$ cat src/rtl/max_select.sv
// max_select: sequential argmax over one activation vector.
// Ports: clk, rst, i_data/i_valid/o_ready in, o_data/o_max_value/o_data_valid/o_intr out, i_intr_clr in.
module max_select #(
    parameter int NUM_INPUT  = 10,
    parameter int DATA_WIDTH = 16,
    parameter int IDX_WIDTH  = (NUM_INPUT > 1) ? $clog2(NUM_INPUT) : 1
) (
    input  logic                            clk,
    input  logic                            rst,
    input  logic [NUM_INPUT*DATA_WIDTH-1:0] i_data,
    input  logic                            i_valid,
    output logic                            o_ready,
    output logic [IDX_WIDTH-1:0]            o_data,
    output logic [DATA_WIDTH-1:0]           o_max_value,
    output logic                            o_data_valid,
    output logic                            o_intr,
    input  logic                            i_intr_clr
);

    typedef enum logic {
        IDLE = 1'b0,
        SCAN = 1'b1
    } state_t;

    localparam logic [IDX_WIDTH:0] LAST = (IDX_WIDTH+1)'(NUM_INPUT - 1);

    state_t                         r_state;
    state_t                         w_next_state;
    logic [NUM_INPUT*DATA_WIDTH-1:0] r_buf;
    logic signed [DATA_WIDTH-1:0]   r_cur_max;
    logic [IDX_WIDTH-1:0]           r_cur_idx;
    logic [IDX_WIDTH:0]             r_cnt;

    logic signed [DATA_WIDTH-1:0]   w_vec [NUM_INPUT];
    logic signed [DATA_WIDTH-1:0]   w_elem;
    logic signed [DATA_WIDTH-1:0]   w_fin_max;
    logic [IDX_WIDTH-1:0]           w_fin_idx;
    logic                           w_gt;
    logic                           w_accept;
    logic                           w_done;

    for (genvar k = 0; k < NUM_INPUT; k++) begin : g_vec
        assign w_vec[k] = r_buf[k*DATA_WIDTH +: DATA_WIDTH];
    end

    // cnt never exceeds NUM_INPUT-1 while scanning, so the low bits suffice
    assign w_elem    = w_vec[r_cnt[IDX_WIDTH-1:0]];
    assign w_gt      = (w_elem > r_cur_max);
    assign w_fin_max = w_gt ? w_elem : r_cur_max;
    assign w_fin_idx = w_gt ? r_cnt[IDX_WIDTH-1:0] : r_cur_idx;

    assign o_ready = (r_state == IDLE);

    always_ff @(posedge clk) begin
        if (rst) begin
            r_state <= IDLE;
        end else begin
            r_state <= w_next_state;
        end
    end

    always_comb begin
        w_next_state = r_state;
        w_accept     = 1'b0;
        w_done       = 1'b0;
        unique case (r_state)
            IDLE: begin
                if (i_valid) begin
                    w_accept     = 1'b1;
                    w_next_state = SCAN;
                end
            end
            SCAN: begin
                if (r_cnt == LAST) begin
                    w_done       = 1'b1;
                    w_next_state = IDLE;
                end
            end
            default: w_next_state = IDLE;
        endcase
    end

    always_ff @(posedge clk) begin
        if (rst) begin
            r_buf        <= '0;
            r_cur_max    <= '0;
            r_cur_idx    <= '0;
            r_cnt        <= '0;
            o_data       <= '0;
            o_max_value  <= '0;
            o_data_valid <= 1'b0;
            o_intr       <= 1'b0;
        end else begin
            o_data_valid <= w_done;
            if (w_accept) begin
                r_buf     <= i_data;
                r_cur_max <= i_data[DATA_WIDTH-1:0];
                r_cur_idx <= '0;
                r_cnt     <= (IDX_WIDTH+1)'(1);
            end else if (r_state == SCAN) begin
                r_cur_max <= w_fin_max;
                r_cur_idx <= w_fin_idx;
                r_cnt     <= r_cnt + 1'b1;
            end
            if (w_done) begin
                o_data      <= w_fin_idx;
                o_max_value <= w_fin_max;
            end
            // completion outranks a simultaneous clear
            if (w_done) begin
                o_intr <= 1'b1;
            end else if (i_intr_clr) begin
                o_intr <= 1'b0;
            end
        end
    end

endmodule

$ cat config.mk
export PLATFORM = sky130hd
export DESIGN_NAME = max_select
export DESIGN_NICKNAME = d
export VERILOG_FILES = /design/src/rtl/max_select.sv
export SDC_FILE = /design/constraint.sdc
export NUM_CORES = 1
export LEC_CHECK = 0
export CAP_MARGIN = 20
export CORE_ASPECT_RATIO = 1.4
export CORE_MARGIN = 4
export CORE_UTILIZATION = 42
export CTS_CLUSTER_DIAMETER = 100
export DETAILED_ROUTE_END_ITERATION = 16
export GPL_TIMING_DRIVEN = 0
export PLACE_DENSITY = 0.71
export SYNTH_ARGS = -nofsm -noshare
export SYNTH_HDL_FRONTEND = slang
export SYNTH_SLANG_ARGS = --single-unit
export TNS_END_PERCENT = 5
$ cat constraint.sdc
create_clock -name clk -period 11.8 [get_ports clk]
set_input_delay 2.36 -clock clk [delete_from_list [all_inputs] [get_ports clk]]
set_output_delay 2.36 -clock clk [all_outputs]
set_load 0.02 [all_outputs]
**Word-level counts from Yosys, hierarchy flattened**

Index checks and enable logic that the tools add are counted.

- Memory bits (read-only): 0
- Output and inout port bits: 23
- Logic and storage cells: 36
- Latch bits: 0
- Memories kept: 0
- Bits in registers: 208
- RAM bits: 0

- $add $sub $neg: 1
- Div/mod/pow operators: 0
- Multipliers: 0
- Bitwise gates (word level): 2
- Eq/ne operators: 1
- Reductions and logical operators: 3
- $lt $le $gt $ge: 2
- Shift operators: 0
- Mux-type cells: 17

Operators with widths:

| operator | number |
|---|---|
| 16-bit 2-to-1 mux | 5 |
| 16-bit binary-select mux with 4-bit select | 1 |
| 16-bit greater-than comparator | 1 |
| 1-bit 2-to-1 mux | 9 |
| 5-bit by 1-bit adder with 5-bit output, second input constant | 1 |
| 5-bit by 4-bit == test with 1-bit output, second input constant | 1 |
| 5-bit >= comparator, second input constant | 1 |
| 4-bit NOT with 5-bit output | 1 |
| 4-bit 2-to-1 mux | 1 |
| 2-bit nonzero test | 2 |
| 1-bit case mux with 2 select lines | 1 |
| 2-bit OR reduction | 1 |
| 1-bit NOT | 1 |

**Longest topological paths before layout**

Gate-level depths: netlist (run 1).

- Depth after elaboration: 8
- Mapped depth: 17

**Least setup slack after synthesis (run 1)**

OpenSTA, ideal clock, no wires.

- Kind: flip-flop to flip-flop
- Start point: register r_cnt[0]
- End point: register r_cur_max[0]
- Path slack: 7.742 ns
- Required time: 11.705 ns
- Clock period less this slack: 4.058 ns
- Arrival time: 3.963 ns
- Path buffers: 3
- Cell stages (with the launch flop): 15
- Cells stage by stage: dfxtp_1 -> buf_2 -> buf_2 -> mux4_2 -> a221oi_1 -> a21oi_1 -> ha_1 -> a41o_1 -> a21oi_2 -> nor3_1 -> or4b_4 -> mux2_4 -> buf_6 -> a221o_1 -> a221oi_1

- Longest elaborated chain between the ends: 8

RTL lines:

| item | line | source |
|---|---|---|
| from (decl) | 32 | `logic [IDX_WIDTH:0] r_cnt;` |
| from (signal assigned) | 99 | `r_cnt <= (IDX_WIDTH+1)'(1);` |
| from (signal assigned) | 103 | `r_cnt <= r_cnt + 1'b1;` |
| 4-bit NOT with 5-bit output (implied by the code) * | 47 | `assign w_elem = w_vec[r_cnt[IDX_WIDTH-1:0]];` |
| 16-bit binary-select mux with 4-bit select * | 47 |  |
| 16-bit 2-to-1 mux (implied by the code) * (2 in series) | 47 |  |
| 16-bit greater-than comparator | 48 | `assign w_gt = (w_elem > r_cur_max);` |
| 16-bit 2-to-1 mux * | 49 | `assign w_fin_max = w_gt ? w_elem : r_cur_max;` |
| 16-bit 2-to-1 mux * | 100 | `end else if (r_state == SCAN) begin` |
| 16-bit 2-to-1 mux * | 95 | `if (w_accept) begin` |
| to (signal assigned) | 97 | `r_cur_max <= i_data[DATA_WIDTH-1:0];` |
| to (signal assigned) | 101 | `r_cur_max <= w_fin_max;` |
| to (decl) | 30 | `logic signed [DATA_WIDTH-1:0] r_cur_max;` |

Every way passes the cells marked *; elsewhere a longest branch is shown, timed or not. The select of a mux whose other input is x is not followed.
A chain may end at the register's enable or synchronous reset.

**Worst setup path in the final report (run 1)**

- Start point: register r_cnt[0]
- End point: register o_max_value[15]

- Longest elaborated chain between the ends: 6
- Elaborated cells between the ends (all ways): 9
- Those cells by class: order compare: 1; eq/ne: 1; mux: 6; bitwise: 1

RTL lines:

| item | line | source |
|---|---|---|
| 4-bit NOT with 5-bit output (implied by the code) | 47 |  |
| 16-bit binary-select mux with 4-bit select | 47 |  |
| 16-bit 2-to-1 mux (implied by the code) (2 in series) | 47 |  |
| 16-bit greater-than comparator | 48 |  |
| 16-bit 2-to-1 mux | 49 |  |
| to (signal assigned) | 107 | `o_max_value <= w_fin_max;` |
| to (decl) | 14 | `output logic [DATA_WIDTH-1:0] o_max_value,` |

Parallel ways exist; a longest one is shown, timed or not. The select of a mux whose other input is x is not followed.

==> metrics, run 1 <==
outcome=finished clean; Total Wirelength=31200 µm; vias per std cell=5.36; Clock transition at path regs=0.06 ns; Yosys top cell by area=dfxtp_1; Area contributors post-synth=dfxtp_1 (45%), nand2_1 (16%), a21oi_1 (11%); clock buffers created by TritonCTS=21; register area share after synthesis=44.8%; TritonCTS clock tree=built; IO buf count=185; post-place setup slack=6.59 ns; CP Data Arrival Time=5.67 ns; hold-critical path depth=2; top post-synthesis cells by count=nand2_1 (386), a21oi_1 (211), dfxtp_1 (208), clkbuf_1 (84), mux4_2 (32); Die ar.=24600 µm²; hold buffer count at cts=0; Sinks on Clock Net=208; max_slew headroom=45.7%; hold_sp=o_max_value[6]; post-route clock period utilization=45.1%; Slew Limit Fails=0; final setup fails=0; Req. time, crit path=12.15 ns; Yosys Warn Count=0; core area=21900 µm²; gpl congestion=0.952; DRC=0; Area growth, synth to finish=30.6%; worst-path fanout max=10; CP max-delay cell=a221oi_1; Distinct cells, synth=38; WP buf/inv=4; reg-to-reg slack, setup=6.48 ns; Final Core Density=55.6%; R2R depth=15; worst min-delay path class=reg2reg; VDD IR-drop max=0.0000993 V; Vert. Die Dim=184 µm; FMAX=188 MHz; type of origin of the critical path=flip-flop; max-cap check violation count=0; PD cells=147 nW/µm²; Sequential Area=4160 µm²; Crit Reg-Reg Startpoint=r_cnt[0]; Pre-antenna DRT Iters=5; critical path type=reg2reg; flops & latches, synth=208; htree depth=1; antenna-violating nets left=0; RR Endpoint=o_max_value[15]; Final min period=5.32 ns; Mean Syn Cell Area=8.19 µm²; GRT Total Usage=24.6%; final layout net count=1526; Tot Pwr=1.78 mW; CP Launch Point=r_cnt[0]; root buffer cell=clkbuf_16; syn_nets=1318; CP Capture Point=o_max_value[15]; clk_lat worst skew=0.51 ns; top-count cell post-synth=nand2_1; initial antenna violation count=0; top_reg_cell synth=dfxtp_1; cell repeated most along the worst path=buf_2; dpl hpwl=24200 µm; footprint of the multi-input gates=4670 µm²; io pins=187; initial core utilization=42.5%; Layout Skew=0.0221 ns; final hold vios=0; RSZ-0062 raised after global routing=false; vias=8847; gr ovfl total=0; post-CTS setup buffer count=0; Post-synth ARST share=0%; Worst-Margin Slew=0.809 ns; Worst path depth=15; pin count of the biggest net entering global routing=14; Post-synth EDFFs=0; first-pass GRT wire length=47900 µm; share of layout cells above drive strength 1=6.35%; Synth top area share=44.8%; FILL cells=2076; setup tns final=0 ns; PostCTS Resize Cnt=0; CP top delay family=buffers and inverters; # diodes=0; DR iter-0 viols=729; CP Capture Type=flip-flop; WL/cell=18.9 µm; vias in the first global route=8897; CP cell instances=buf_2 > buf_2 > buf_2 > mux2_2 > a221oi_1 > a21oi_1 > ha_1 > nand4_1 > nor3_1 > a21boi_0 > or4b_4 > xnor2_1 > clkbuf_1 > a221o_1 > a21oi_1; leakage=4.35 nW; die width=134 µm; Critical Path Max Stage Delay=0.59 ns; Synth Cell Area=9300 µm²; Gate Count Post-Synth=1136; fin worst setup slack=6.48 ns; Longest Clk Path Bufs=3; row count=64
## logic make-up (layout without fill, tap and decap cells)
group / after synthesis / in the layout / synth area share [%]
AND/OR/NAND/NOR: 441 / 441 / 18.5
buffers and inverters: 118 / 336 / 5.01
AO/OA/AOI/OAI: 297 / 297 / 19.0
adder cells (fa/ha/maj): 18 / 18 / 2.42
flip-flops: 208 / 208 / 44.8
XOR/XNOR: 4 / 4 / 0.377
multiplexers: 50 / 50 / 9.96
## tightest hold or removal path: stages (launching register included)
cell     delay [ns]
dfxtp_1        0.31
nand2_1        0.05
a21oi_1        0.05
## flip-flops by register name, summed over array words and instances (netlist names)
name / count
o_intr: 1
r_cur_max: 16
o_max_value: 16
o_data_valid: 1
r_cur_idx: 4
r_buf: 160
o_data: 4
r_state: 1
r_cnt: 5
## metal layers
metal / vias to the layer above / global-route usage, % / share of wire, %
met2: 305 / 44.2 / 50
met1: 4161 / 30.1 / 41
met3: 62 / 3.18 / 5.4
li1: 4319 / - / -
met4: 0 / 9.35 / 3.6
met5: - / 0 / 0
## worst min-delay path by stage
stage	end	slack, ns
after global placement	r_buf[157]	0.44
after detailed placement	r_buf[33]	0.44
after floorplan	r_buf[144]	0.43
after CTS	r_buf[33]	0.45
after global routing	r_buf[33]	0.47
final	o_max_value[6]	0.45
## cell type report
type | instances | share of cell area, %
clock inverter | 1 | 0.0721
sequential | 208 | 34.3
timing repair buffer | 185 | 15.2
clock buffer | 32 | 5.08
inverter | 21 | 0.649
buffer | 97 | 3.18
multi-input combinational | 810 | 38.4
tap | 297 | 3.06
## placed cells by master, fill, tap and decap left out, types with 2 or more instances in the layout
cell type,Yosys,layout
nand2_1,386,386
a21oi_1,211,211
dfxtp_1,208,208
clkdlybuf4s50_1,0,185
clkbuf_1,84,90
mux4_2,32,32
a221o_1,31,31
nor2_1,25,25
clkbuf_16,0,21
o21ai_0,20,20
inv_1,19,19
a221oi_1,19,19
ha_1,18,18
mux2_2,16,16
nor3_1,10,10
nand3_1,7,7
buf_2,6,6
buf_1,5,5
nand4_1,5,5
a21boi_0,5,5
clkbuf_8,0,5
nand2b_1,3,3
clkinv_1,2,2
a21o_1,2,2
buf_6,2,2
xnor2_1,2,2
xor2_1,2,2
a311oi_1,2,2
a211oi_1,2,2
## metrics by stage
step / std cells / hold WS (ns) / instance area (µm²)
CTS: 1651 / 0.454 / 12100
global route: 1651 / 0.470 / 12100
detailed placement: 1618 / 0.445 / 11500
global placement: 1618 / 0.438 / 11500
floorplan: 1136 / 0.433 / 9300
finish: 1651 / 0.453 / 12100
## where the power goes
group | internal, mW | switching, mW | total, mW | leakage [nW]
Clock | 0.357 | 0.269 | 0.626 | 0.306
Sequential | 0.744 | 0.0211 | 0.765 | 1.70
Combinational | 0.162 | 0.227 | 0.390 | 2.34
(Power assumes the default switching activity.)
==> run 2: changes to the inputs <==
- PLACE_DENSITY: 0.71 -> 0.74
- clock period: 11.8 -> 4.8 ns (I/O delays scaled with it)
==> run 2 against run 1 <==
Effect of this change:
- hold slack improved by 0.0011 ns
- die area did not move
- via count rose by 1.9%
- maximum frequency rose by 15%
- sequential power rose by 150%
- design area rose by 1.2%
- register-to-register slack got worse by 6.3 ns
- utilization rose by 0.68 points
- first-iteration DRC count rose by 4.9%
- cell count rose by 0.30%
- non-clock buffer count did not move
- critical path type unchanged
- largest cell class unchanged
- largest power group unchanged
==> metrics, run 2 (same netlist as run 1, synthesis figures left out) <==
DRC=0 (unchanged); hold buffer count at cts=0 (unchanged); Clock transition at path regs=0.07 ns (was 0.06 ns); clk_lat worst skew=0.51 ns (about the same); GRT Total Usage=24.2% (was 24.6%); io pins=187 (unchanged); Longest Clk Path Bufs=3 (unchanged); max_slew headroom=45.6% (was 45.7%); most common cell after layout, fill and taps aside=nand2_1 (unchanged); htree depth=1 (unchanged); Die ar.=24600 µm² (unchanged); max-cap check violation count=0 (unchanged); core area=21900 µm² (unchanged); PostCTS Resize Cnt=12 (was 0); clock buffers created by TritonCTS=21 (unchanged); CP Launch Point=r_cnt[0] (unchanged); CP Data Arrival Time=5.04 ns (was 5.67 ns); dpl hpwl=23800 µm (was 24200 µm); max reg flops=160 (unchanged); post-CTS setup buffer count=0 (unchanged); CP Capture Type=flip-flop (unchanged); Crit Reg-Reg Startpoint=r_cnt[0] (unchanged); leakage=4.41 nW (was 4.35 nW); final setup fails=0 (unchanged); DR iter-0 viols=765 (was 729); Area growth, synth to finish=32.2% (was 30.6%); gpl congestion=0.942 (was 0.952); antenna-violating nets left=0 (unchanged); post-route clock period utilization=96.4% (was 45.1%); initial core utilization=42.5% (unchanged); VDD IR-drop max=0.000216 V (was 0.0000993 V); Max Used Layer=met4 (unchanged); Slew Limit Fails=0 (unchanged); WL met2=15300 µm (was 15700 µm); Reg with most FFs=r_buf (unchanged); WL/cell=18.6 µm (was 18.9 µm); Worst-Margin Slew=0.809 ns (about the same); vias=9018 (was 8847); Layout Skew=0.0141 ns (was 0.0221 ns); post-place setup slack=-0.244 ns (was 6.59 ns); met3 WL post-DR=1940 µm (was 1700 µm); gr ovfl total=0 (unchanged); final hold vios=0 (unchanged); outcome=finished clean (unchanged); hold_sp=o_max_value[9] (was o_max_value[6]); IO buf count=185 (unchanged); die width=134 µm (unchanged); worst min-delay path class=reg2reg (unchanged); critical path type=reg2reg (unchanged); pin count of the biggest net entering global routing=15 (was 14); vias in the first global route=8848 (was 8897); Pre-antenna DRT Iters=5 (unchanged); PD cells=365 nW/µm² (was 147 nW/µm²); Total Wirelength=30800 µm (was 31200 µm); final layout net count=1526 (unchanged); FILL cells=2014 (was 2076); fin worst setup slack=0.173 ns (was 6.48 ns); Final min period=4.63 ns (was 5.32 ns); Largest regs=r_buf (160), o_max_value (16), r_cur_max (16) (unchanged); TritonCTS clock tree=built (unchanged); share of layout cells above drive strength 1=7.66% (was 6.35%); Sequential Area=4160 µm² (unchanged); hold slack=0.454 ns (was 0.453 ns); FMAX=216 MHz (was 188 MHz); type of origin of the critical path=flip-flop (unchanged); footprint of the multi-input gates=4750 µm² (was 4670 µm²); most frequent cells in the layout=nand2_1 (386), a21oi_1 (211), dfxtp_1 (208), clkdlybuf4s50_1 (185), clkbuf_1 (85) (was nand2_1 (386), a21oi_1 (211), dfxtp_1 (208), clkdlybuf4s50_1 (185), clkbuf_1 (90)); initial antenna violation count=1 (was 0); Sinks on Clock Net=208 (unchanged); row count=64 (unchanged); Req. time, crit path=5.21 ns (was 12.15 ns); worst-path fanout max=10 (unchanged); root buffer cell=clkbuf_16 (unchanged); first-pass GRT wire length=47400 µm (was 47900 µm); wire length on met1=12200 µm (was 12700 µm); Vert. Die Dim=184 µm (unchanged); vias per std cell=5.45 (was 5.36)
-- run 2: routing by layer --
metal  up-vias  track usage, %
met1      4240            29.8
met2       367            42.3
met3        83            3.20
li1       4328               -
met4         0            10.6
met5         -               0
-- run 2: final timing paths --
path | depth (start not counted) | endpoint | slack [ns]
setup reg to reg | 14 | r_cur_max[0] | 0.17
hold / removal | 2 | o_max_value[9] | 0.45
hold reg to reg | 2 | o_max_value[9] | 0.45
setup / recovery | 14 | r_cur_max[0] | 0.17
-- run 2: cell type report --
cell class / instances / area share (%)
multi-input combinational: 810 / 38.6
sequential: 208 / 33.9
clock inverter: 6 / 0.733
buffer: 97 / 3.31
clock buffer: 31 / 4.74
inverter: 21 / 0.641
antenna: 1 / 0.0204
timing repair buffer: 185 / 15.1
tap: 297 / 3.02
-- run 2: worst max-delay path, cell delays in order (launching register included) --
cell      delay [ns]
dfxtp_1         0.36
buf_2           0.27
clkbuf_4        0.32
mux4_2          0.52
a221oi_1        0.56
a21oi_1         0.19
ha_1            0.24
a41o_1          0.24
a21oi_2         0.11
nor3_1          0.06
or4b_4          0.56
mux2_4          0.33
buf_6           0.15
a221o_1         0.35
a221oi_1        0.28
-- run 2: metrics by stage --
step	cell area, µm²	TNS, ns	instances	power [mW]	utilization, %
finish	12300	0	1656	4.49	56.2
CTS	12200	0	1655	4.48	56.0
global route	12300	-0.103	1656	4.66	56.2
detailed placement	11500	-6.44	1618	2.85	52.7
floorplan	9300	0	1136	2.48	-
global placement	11500	-7.18	1618	2.84	52.7
-- run 2: power by group --
group          switching [mW]  internal (mW)
logic                   0.555          0.414
clock network           0.690          0.954
registers              0.0515           1.83
==> run 3: changes to the inputs <==
- CORE_MARGIN: 4 -> 5
- PLACE_DENSITY: 0.74 -> 0.71
- RECOVER_POWER: not set -> 100
==> run 3 against run 2 <==
Effect of this change:
- hold slack got worse by 0.0042 ns
- critical path depth increased by 1
- die area increased by 2.6%
- combinational power increased by 0.5%
- largest power group unchanged
- highest routed layer unchanged
==> metrics, run 3 (same netlist as run 1, synthesis figures left out) <==
vias per std cell=5.34 (was 5.45); antenna-violating nets left=0 (unchanged); clk_lat worst skew=0.51 ns (about the same); max-cap check violation count=0 (unchanged); post-route clock period utilization=96.8% (was 96.4%); Total Wirelength=31000 µm (was 30800 µm); most common cell after layout, fill and taps aside=nand2_1 (unchanged); hold buffer count at cts=0 (unchanged); initial antenna violation count=1 (unchanged); reg-to-reg slack, setup=0.16 ns (was 0.17 ns); final setup fails=0 (unchanged); IO buf count=185 (unchanged); final hold vios=0 (unchanged); Clock transition at path regs=0.06 ns (was 0.07 ns); RSZ-0062 raised after global routing=false; clock buffers created by TritonCTS=21 (unchanged); hold-critical path depth=2 (unchanged); Post-Layout Cell Count=1656 (unchanged); setup tns final=0 ns (unchanged); RR Endpoint=r_cur_max[8] (was r_cur_max[0]); PD cells=369 nW/µm² (was 365 nW/µm²); Sinks on Clock Net=208 (unchanged); Area growth, synth to finish=32.6% (was 32.2%); Final Core Density=56.4% (was 56.2%); TritonCTS clock tree=built (unchanged); leakage=4.51 nW (was 4.41 nW); VDD IR-drop max=0.000222 V (was 0.000216 V); Slew Limit Fails=0 (unchanged); Crit Reg-Reg Startpoint=r_cnt[0] (unchanged); CP cell instances=buf_2 > buf_6 > clkbuf_4 > mux2_2 > a221oi_2 > a21oi_1 > ha_1 > nand4_1 > nor3_2 > a21boi_1 > or4b_4 > xnor2_1 > clkbuf_2 > a221o_1 > a221oi_1 (was buf_2 > clkbuf_4 > mux4_2 > a221oi_1 > a21oi_1 > ha_1 > a41o_1 > a21oi_2 > nor3_1 > or4b_4 > mux2_4 > buf_6 > a221o_1 > a221oi_1); Final min period=4.64 ns (was 4.63 ns); max_slew headroom=46.1% (was 45.6%); CP Capture Type=flip-flop (unchanged); Worst-Margin Slew=0.803 ns (was 0.809 ns); Critical Path Max Stage Delay=0.54 ns (was 0.56 ns); core area=21900 µm² (unchanged); outcome=finished clean (unchanged); gr ovfl total=0 (unchanged); type of origin of the critical path=flip-flop (unchanged); final layout net count=1526 (unchanged); gpl congestion=0.963 (was 0.942); DRC=0 (unchanged); post-CTS setup buffer count=0 (unchanged); post-place setup slack=-0.426 ns (was -0.244 ns); CP max-delay cell=or4b_4 (was a221oi_1); row count=64 (unchanged); Longest Clk Path Bufs=3 (unchanged); share of layout cells above drive strength 1=8.03% (was 7.66%); Hold Crit Endpoint=o_max_value[14] (was o_max_value[9]); vias in the first global route=8767 (was 8848); WL/cell=18.7 µm (was 18.6 µm); Req. time, crit path=5.21 ns (about the same); Pre-antenna DRT Iters=5 (unchanged); Largest regs=r_buf (160), o_max_value (16), r_cur_max (16) (unchanged); Die ar.=25300 µm² (was 24600 µm²); max reg flops=160 (unchanged); Layout Skew=0.0155 ns (was 0.0141 ns); vias=8844 (was 9018); critical path type=reg2reg (unchanged); initial core utilization=42.5% (unchanged); R2R depth=15 (was 14); hold_sp=o_max_value[14] (was o_max_value[9]); Vert. Die Dim=186 µm (was 184 µm); first-pass GRT wire length=47200 µm (was 47400 µm); Reg with most FFs=r_buf (unchanged); dpl hpwl=24200 µm (was 23800 µm); CP Data Arrival Time=5.05 ns (was 5.04 ns); die width=136 µm (was 134 µm); io pins=187 (unchanged); GRT Total Usage=24.0% (was 24.2%); pin count of the biggest net entering global routing=15 (unchanged); htree depth=1 (unchanged); root buffer cell=clkbuf_16 (unchanged); FILL cells=2028 (was 2014); FMAX=215 MHz (was 216 MHz); worst min-delay path class=reg2reg (unchanged); most frequent cells in the layout=nand2_1 (386), a21oi_1 (211), dfxtp_1 (208), clkdlybuf4s50_1 (161), clkbuf_1 (84) (was nand2_1 (386), a21oi_1 (211), dfxtp_1 (208), clkdlybuf4s50_1 (185), clkbuf_1 (85)); fin worst setup slack=0.155 ns (was 0.173 ns); DR iter-0 viols=752 (was 765); worst-path fanout max=10 (unchanged); Tot Pwr=4.55 mW (was 4.49 mW); placed cells=1618 (unchanged)
[run 3: cell types whose count changed in the layout (fill, tap and decap cells not counted), moves of 4 or more]
| cell | before | now |
|---|---|---|
| buf_1 | 5 | 1 |
| clkbuf_8 | 2 | 7 |
| dlygate4sd3_1 | 0 | 24 |
| clkdlybuf4s50_1 | 185 | 161 |
[run 3: worst max path at each step]
| stage | startpoint | end | slack, ns | depth (start not counted) |
|---|---|---|---|---|
| floorplan | r_cnt[0] | r_cur_max[0] | 0.74 | 14 |
| global placement | r_cnt[0] | o_max_value[5] | -0.44 | 15 |
| detailed placement | r_cnt[0] | o_max_value[5] | -0.43 | 15 |
| global route | r_cnt[0] | r_cur_max[8] | 0.005 | 15 |
| finish | r_cnt[0] | r_cur_max[8] | 0.16 | 15 |
| CTS | r_cnt[0] | o_max_value[9] | 0.06 | 15 |
[run 3: cell type report]
class,count,area [µm²],area share (%)
buffer,97,407,3.30
multi-input combinational,810,4740,38.4
clock inverter,6,86.3,0.700
antenna,1,2.50,0.0203
inverter,21,78.8,0.639
clock buffer,31,633,5.13
timing repair buffer,185,1850,15.0
tap,297,372,3.01
sequential,208,4160,33.8
[run 3: power breakdown]
| part | leakage, nW | switching [mW] | internal, mW |
|---|---|---|---|
| Clock | 0.353 | 0.680 | 1.02 |
| Sequential | 1.70 | 0.0505 | 1.83 |
| Combinational | 2.45 | 0.561 | 0.413 |
| Total | 4.51 | 1.29 | 3.26 |
[run 3: what timing repair did]
item / in CTS / in global routing
pin swaps: 0 / 0
gates cloned: 0 / 0
endpoints found under the setup margin: 40 / 35
gates resized for setup: 16 / 9
[run 3: layer usage]
layer  GRT usage, %  vias up  wire length [µm]
li1               -     4334                 -
met5              0        -                 0
met1           29.8     4157             12800
met4           9.00        0              1150
met3           3.03       64              1600
met2           42.5      289             15400
[run 3: worst max-delay path, delay by kind of cell (launching register included)]
family	cells	cell delay [ns]
adder cells (fa/ha/maj)	1	0.33
flip-flops	1	0.37
AND/OR/NAND/NOR	3	0.76
XOR/XNOR	1	0.23
AO/OA/AOI/OAI	5	1.38
buffers and inverters	4	1.06
multiplexers	1	0.40
[run 3: stage by stage]
step                instance area, µm²  hold slack, ns
global placement                 11500           0.438
finish                           12300           0.450
global route                     12300           0.467
CTS                              12300           0.455
floorplan                         9300           0.433
detailed placement               11500           0.446
